File: config.mk
export PLATFORM = sky130hd
export DESIGN_NAME = gfg_reg_bank
export DESIGN_NICKNAME = d
export VERILOG_FILES = /design/src/rtl/gfg_reg_bank.sv
export SDC_FILE = /design/constraint.sdc
export NUM_CORES = 2
export LEC_CHECK = 0
export CAP_MARGIN = 15
export CORE_MARGIN = 5
export CORE_UTILIZATION = 50
export CTS_CLUSTER_DIAMETER = 150
export DETAILED_ROUTE_END_ITERATION = 12
export GPL_TIMING_DRIVEN = 0
export PLACE_DENSITY = 0.84
export SLEW_MARGIN = 20
export SYNTH_ARGS = -nofsm -noshare
export SYNTH_HDL_FRONTEND = slang
export SYNTH_SLANG_ARGS = --single-unit
File: constraint.sdc
create_clock -name i_sys_clk -period 54.8 [get_ports i_sys_clk]
set_input_delay 10.96 -clock i_sys_clk [delete_from_list [all_inputs] [get_ports i_sys_clk]]
set_output_delay 10.96 -clock i_sys_clk [all_outputs]
set_load 0.01 [all_outputs]
File: src/rtl/gfg_reg_bank.sv
// Register bank behind an SPI slave: ID/CONTROL/STATUS plus shadow registers
// whose contents are copied to the active set only at a downstream safe point.
module gfg_reg_bank #(
  parameter int          NUM_REGISTERS  = 32,
  parameter int          REGISTER_WIDTH = 32,
  parameter logic [31:0] ID_VALUE       = 32'h0000_6F6B
) (
  input  logic                                      i_sys_clk,
  input  logic                                      i_arst_n,
  input  logic [$clog2(NUM_REGISTERS)-1:0]          i_reg_addr,
  input  logic [REGISTER_WIDTH-1:0]                 i_reg_write_data,
  input  logic                                      i_reg_write_en,
  output logic [REGISTER_WIDTH-1:0]                 o_reg_read_data,
  input  logic                                      i_commit_safe,
  output logic [(NUM_REGISTERS-3)*REGISTER_WIDTH-1:0] o_active_regs,
  output logic                                      o_commit_pulse,
  output logic                                      o_commit_pending,
  output logic                                      o_dbg_state
);

  typedef enum logic {IDLE = 1'b0, ARMED = 1'b1} state_t;

  // Reset asserts immediately and releases two clocks after i_arst_n rises.
  logic [1:0] rst_sync_q;
  logic       rst_n;

  always_ff @(posedge i_sys_clk or negedge i_arst_n) begin
    if (!i_arst_n) rst_sync_q <= 2'b00;
    else           rst_sync_q <= {rst_sync_q[0], 1'b1};
  end
  assign rst_n = rst_sync_q[1];

  state_t                    state_q;
  logic                      auto_commit_q;
  logic [7:0]                write_count_q;
  logic [15:0]               ro_err_q;
  logic                      fire_q;
  logic                      pulse_q;
  logic [REGISTER_WIDTH-1:0] shadow_q [3:NUM_REGISTERS-1];
  logic [REGISTER_WIDTH-1:0] active_q [3:NUM_REGISTERS-1];

  logic [31:0] addr_ext;
  logic        wr_ctrl;
  logic        wr_shadow;
  logic        wr_ro;
  logic        pend_set;
  logic        fire;
  logic [31:0] status32;

  always_comb begin
    addr_ext  = 32'(i_reg_addr);
    wr_ctrl   = i_reg_write_en && (addr_ext == 32'd1);
    wr_shadow = i_reg_write_en && (addr_ext >= 32'd3) && (addr_ext < 32'(NUM_REGISTERS));
    wr_ro     = i_reg_write_en && !wr_ctrl && !wr_shadow;
    pend_set  = (wr_ctrl && i_reg_write_data[0]) || (wr_shadow && auto_commit_q);
    fire      = (state_q == ARMED) && i_commit_safe;
    status32  = {ro_err_q, write_count_q, 7'b0, state_q == ARMED};
  end

  always_ff @(posedge i_sys_clk or negedge rst_n) begin
    if (!rst_n) begin
      state_q       <= IDLE;
      auto_commit_q <= 1'b0;
      write_count_q <= 8'd0;
      ro_err_q      <= 16'd0;
      fire_q        <= 1'b0;
      pulse_q       <= 1'b0;
      for (int i = 3; i < NUM_REGISTERS; i++) begin
        shadow_q[i] <= '0;
        active_q[i] <= '0;
      end
    end else begin
      // A pending-set landing on the commit cycle re-arms for the next safe point.
      if (fire)          state_q <= pend_set ? ARMED : IDLE;
      else if (pend_set) state_q <= ARMED;

      // Active takes the pre-write shadow when a write and a commit coincide.
      for (int i = 3; i < NUM_REGISTERS; i++) begin
        if (fire) active_q[i] <= shadow_q[i];
        if (wr_shadow && (addr_ext == 32'(i))) shadow_q[i] <= i_reg_write_data;
      end

      if (wr_ctrl) auto_commit_q <= i_reg_write_data[1];
      if (wr_ctrl || wr_shadow) write_count_q <= write_count_q + 8'd1;
      if (wr_ro && (ro_err_q != 16'hFFFF)) ro_err_q <= ro_err_q + 16'd1;

      fire_q  <= fire;
      pulse_q <= fire_q;
    end
  end

  // Zero-latency read path; the SPI slave samples one cycle after moving the address.
  always_comb begin
    o_reg_read_data = '0;
    if (addr_ext == 32'd0) begin
      o_reg_read_data = REGISTER_WIDTH'(ID_VALUE);
    end else if (addr_ext == 32'd1) begin
      o_reg_read_data[1] = auto_commit_q;
    end else if (addr_ext == 32'd2) begin
      o_reg_read_data = REGISTER_WIDTH'(status32);
    end else begin
      for (int i = 3; i < NUM_REGISTERS; i++) begin
        if (addr_ext == 32'(i)) o_reg_read_data = shadow_q[i];
      end
    end
  end

  always_comb begin
    o_active_regs = '0;
    for (int i = 3; i < NUM_REGISTERS; i++) begin
      o_active_regs[(i-3)*REGISTER_WIDTH +: REGISTER_WIDTH] = active_q[i];
    end
  end

  assign o_commit_pulse   = pulse_q;
  assign o_commit_pending = (state_q == ARMED);
  assign o_dbg_state      = state_q;

endmodule

==> results_tabular.tex <==
\begin{tabular}{lr}
\hline
Metric & Value \\
\hline
\multicolumn{2}{l}{\textbf{Run status}} \\
Result of the run & complete, but fails checks \\
Violated checks & antenna rules, capacitance limit \\
\multicolumn{2}{l}{\textbf{Yosys}} \\
Proportion of netlist area held by the largest area contributor & 59.43\% \\
Count of mapped cells out of synthesis & 7,442 \\
Post-synthesis cell type count & 107 \\
Post-Syn Area per Cell & 10.67 µm² \\
Number of flops mapped to enable cells by yosys & 0 \\
Synthesized cell area & just under 0.08 mm² \\
Share of async-settable or async-resettable flops after synthesis & 100.0\% \\
Share of the yosys chip area belonging to registers & about three fifths \\
Largest area contributor in the netlist & dfrtp\_1 \\
Warning count from the yosys run & 0 \\
Number of flip-flops and latches in the synthesized netlist & 1,886 \\
Leading post-synthesis cells by instance count & nand2\_1, dfrtp\_1, mux2\_2 \\
Total nets after synthesis & between 7,000 and 8,000 \\
Most common flop cell mapped by yosys & dfrtp\_1 \\
Synth top area cells & dfrtp\_1, nand2\_1, mux2\_2, a22oi\_1, clkbuf\_1 \\
Most common cell in the netlist & nand2\_1 \\
\multicolumn{2}{l}{\textbf{STA}} \\
Final max-slew violation count & 0 \\
Skew final & around 0.077 ns \\
Final period utilization & 52.28\% \\
Slew headroom & approximately 2\% \\
Final hold violation count & 0 \\
Slew at the pin closest to its max-slew limit & 1.457 ns \\
Total Neg Setup Slack & 0 ns \\
Final-report setup violation count & 0 \\
Maximum clock rate & roughly 35 MHz \\
Unrepaired setup endpoints after global routing & no \\
Shortest clock period the worst path allows after layout & 28.65 ns \\
\multicolumn{2}{l}{\textbf{Clock network}} \\
Setup bufs post-CTS & 0 \\
Clock-pin slew of the registers on the worst-case setup and hold paths & roughly 0.06 ns \\
TritonCTS clock tree & yes \\
Htree depth & 4 \\
Clk sinks & roughly 1,900 \\
Resized Gates After CTS & 0 \\
Latest clock arrival within the worst-skew pair & 0.88 ns \\
Clock buffers created by TritonCTS & 185 \\
Hold Buf Count CTS & 0 \\
Root buffer selected by CTS & clkbuf\_16 \\
Buffer levels on the longest clock path & 3 \\
\multicolumn{2}{l}{\textbf{Critical path}} \\
Peak fanout along the critical path & 12 \\
Delay contributed by the slowest stage of the critical path & 1.29 ns \\
Critical path startpoint category & input port \\
Cells traversed along the worst timing path & clkdlybuf4s50\_1 -> buf\_6 -> or2\_1 -> buf\_2 -> nor2\_4 -> buf\_2 -> a22oi\_1 -> nand4\_1 -> nor3\_1 -> o21ai\_1 -> clkdlybuf4s50\_1 \\
Data required time at the worst endpoint & 43.84 ns \\
Worst reg2reg startpoint & o\_commit\_pending\$\_DFFE\_PN0P\_ \\
Slowest stage cell on the critical path & nor3\_1 \\
Critical Path End Type & primary output \\
Register-to-register setup slack & between 50 and 60 ns \\
Depth of the worst register-to-register path & 9 \\
FF-to-FF End & o\_active\_regs[88]\$\_DFFE\_PN0P\_ \\
Type of the setup path with the least slack & input port to primary output \\
Critical Path AT & 17.69 ns \\
\multicolumn{2}{l}{\textbf{Flow run}} \\
Max-cap violations & 1 \\
\multicolumn{2}{l}{\textbf{Pwr}} \\
Power dissipated by switching net loads & around 1.9 mW \\
Combinational Power Share & 28.3\% \\
Switching part of the total & 36.98\% \\
Internal power & 3.249 mW \\
Clk pwr share & 26.5\% \\
IR Drop Worst-Case VDD & between 30 and 40 µV \\
Leakage power summed over all cells & 48.40 nW \\
Total chip power & 5.156 mW \\
Total power density per cell area & around 52 mW/mm² \\
Fraction of power consumed by sequential logic & 45.2\% \\
\multicolumn{2}{l}{\textbf{GRT}} \\
Residual overflow from global routing & 0 \\
Vias in the first global route & between 70,000 and 80,000 \\
Pin count of the biggest net entering global routing & 64 \\
Initial antenna violation count & 128 \\
First-pass GRT wire length & 651,800 µm \\
GRT Total Usage & between 50\% and 60\% \\
\multicolumn{2}{l}{\textbf{Floorplanning}} \\
Core area & 0.1582 mm² \\
DIE HEIGHT & 408.5 µm \\
Starting utilization of the core area & 50.20\% \\
Die area & 0.1669 mm² \\
Die span in x & 408.5 µm \\
Number of top-level design ports & between 1,000 and 1,500 \\
Std-Cell Rows & between 100 and 150 \\
\multicolumn{2}{l}{\textbf{Drt}} \\
Routed vias/inst & 7.012 \\
DR DRC count & 0 \\
Sum of routed wire length over all layers & just under 500,000 µm \\
Total via count after detailed routing & 76,840 \\
Number of routed nets with antenna violations & 1 \\
Pre-antenna DRT Iters & 10 \\
WL per Instance & 44.95 µm \\
Drt first-iter violations & 13,426 \\
\multicolumn{2}{l}{\textbf{Cells and area}} \\
Net count of the finished layout & 8,699 \\
Area Overhead vs Synth & 25.59\% \\
Fillers & 11,532 \\
Share of layout cells above drive strength 1 & 18.51\% \\
\multicolumn{2}{l}{\textbf{Placed design}} \\
Final GP Congestion & 1.119 \\
Port Buf Inserts & 969 \\
Final HPWL DP & 377,900 µm \\
\multicolumn{2}{l}{\textbf{Hold path}} \\
Hold WC Path Type & register to async pin \\
\hline
\end{tabular}
## sequential cells by signal, summed over array words and instances (netlist names)
register          flops
shadow_q            928
auto_commit_q         1
fire_q                1
rst_sync_q            2
ro_err_q             16
o_active_regs       928
o_commit_pulse        1
o_commit_pending      1
write_count_q         8
## final cells by class
cell class              count  area, µm²  share of cell area [%]
diodes                     79      197.7                  0.1982
plain buffers             544       2650                   2.657
clock buffers             274       5454                   5.469
clock inverters            64      972.2                  0.9748
inverters                  27      101.3                  0.1016
multi-input cells        4985      29650                   29.73
flip-flops and latches   1886      47200                   47.33
well taps                2072       2592                   2.600
repair buffers           1027      10910                   10.94
## power by group through the flow
stage               sequential (mW)  clock (mW)  combinational, mW
floorplan                      2.18           0              0.416
global placement               2.30           0               1.31
detailed placement             2.28           0               1.40
CTS                            2.27        1.35               1.43
global route                   2.31        1.41               1.52
finish                         2.33        1.37               1.46
## per-layer routing
layer | GRT usage (%) | part of all wire [%] | up-vias
li1 | - | - | 27461
met1 | 69.81 | 34 | 38485
met2 | 78.89 | 39 | 8250
met3 | 28.93 | 16 | 2576
met4 | 43.20 | 10 | 68
met5 | 0 | 0.11 | -
## stage by stage
| stage | util, % | area, µm² | hold WS [ns] | setup WS (ns) | instances |
|---|---|---|---|---|---|
| 4_1_cts | 62.84 | 99420 | 0.1626 | 27.02 | 10873 |
| 2_1_floorplan | - | 79410 | 0.3311 | 24.26 | 7442 |
| 6_report | 63.04 | 99730 | 0.1603 | 26.15 | 10958 |
| 3_5_place_dp | 58.78 | 92990 | 0.1555 | 27.04 | 10535 |
| 5_1_grt | 62.93 | 99550 | 0.1709 | 26.92 | 10888 |
| 3_3_place_gp | 57.97 | 91700 | 0.3352 | 14.04 | 10483 |
## cell families (layout without fill, tap and decap cells)
family          Yosys count  after routing  share of synthesized area [%]
compound gates          686            686                          6.191
fa+ha+maj                 2              2                        0.03151
simple gates           3310           3310                          17.06
other cells               1             80                       0.004722
xor+xnor                 22             22                         0.2426
flops                  1886           1886                          59.43
mux                     964            964                          13.66
buf+inv                 571           1936                          3.381
## worst max-delay path, delay by kind of cell
| family | cells | cell delay, ns |
|---|---|---|
| compound gates | 2 | 1.73 |
| buf+inv | 5 | 2.46 |
| simple gates | 4 | 2.41 |
## how the worst max path moves through the flow
stage | start | to | slack (ns) | cells after the start
2_1_floorplan | rst_sync_q[1]$_DFF_PN0_ | auto_commit_q$_DFFE_PN0P_ | 24.26 | 0
3_3_place_gp | rst_sync_q[1]$_DFF_PN0_ | o_active_regs[108]$_DFFE_PN0P_ | 14.04 | 0
3_5_place_dp | i_reg_addr[0] | o_reg_read_data[4] | 27.04 | 11
4_1_cts | i_reg_addr[0] | o_reg_read_data[4] | 27.02 | 11
5_1_grt | i_reg_addr[0] | o_reg_read_data[4] | 26.92 | 11
6_report | i_reg_addr[0] | o_reg_read_data[4] | 26.15 | 11
## cells in the final DEF, fill, tap and decap left out, types with 13 or more instances in the layout
master and instances:
a211oi_1 13, nor2b_1 17, nand2_1 2881, bufinv_16 14
a22oi_1 172, inv_1 26, nor3_1 31, clkinv_2 25
o21ai_0 104, nand2b_1 15, nor2_1 82, clkbuf_8 49
o221ai_1 18, buf_2 136, clkbuf_2 52, o22ai_1 21
mux2i_1 20, diode_2 79, buf_6 24, mux2_1 32
dfrtp_1 1885, a32oi_1 13, clkbuf_1 306, a221oi_1 23
a22o_1 21, buf_4 63, mux2_2 910, clkdlybuf4s50_1 969
and3_1 54, nand3_1 57, clkbuf_16 185, a31oi_1 15
buf_16 32, nand4_1 38, a21oi_1 105, a222oi_1 14
o211ai_1 23, buf_1 16
Note: power is estimated with default switching activity, not from simulation.
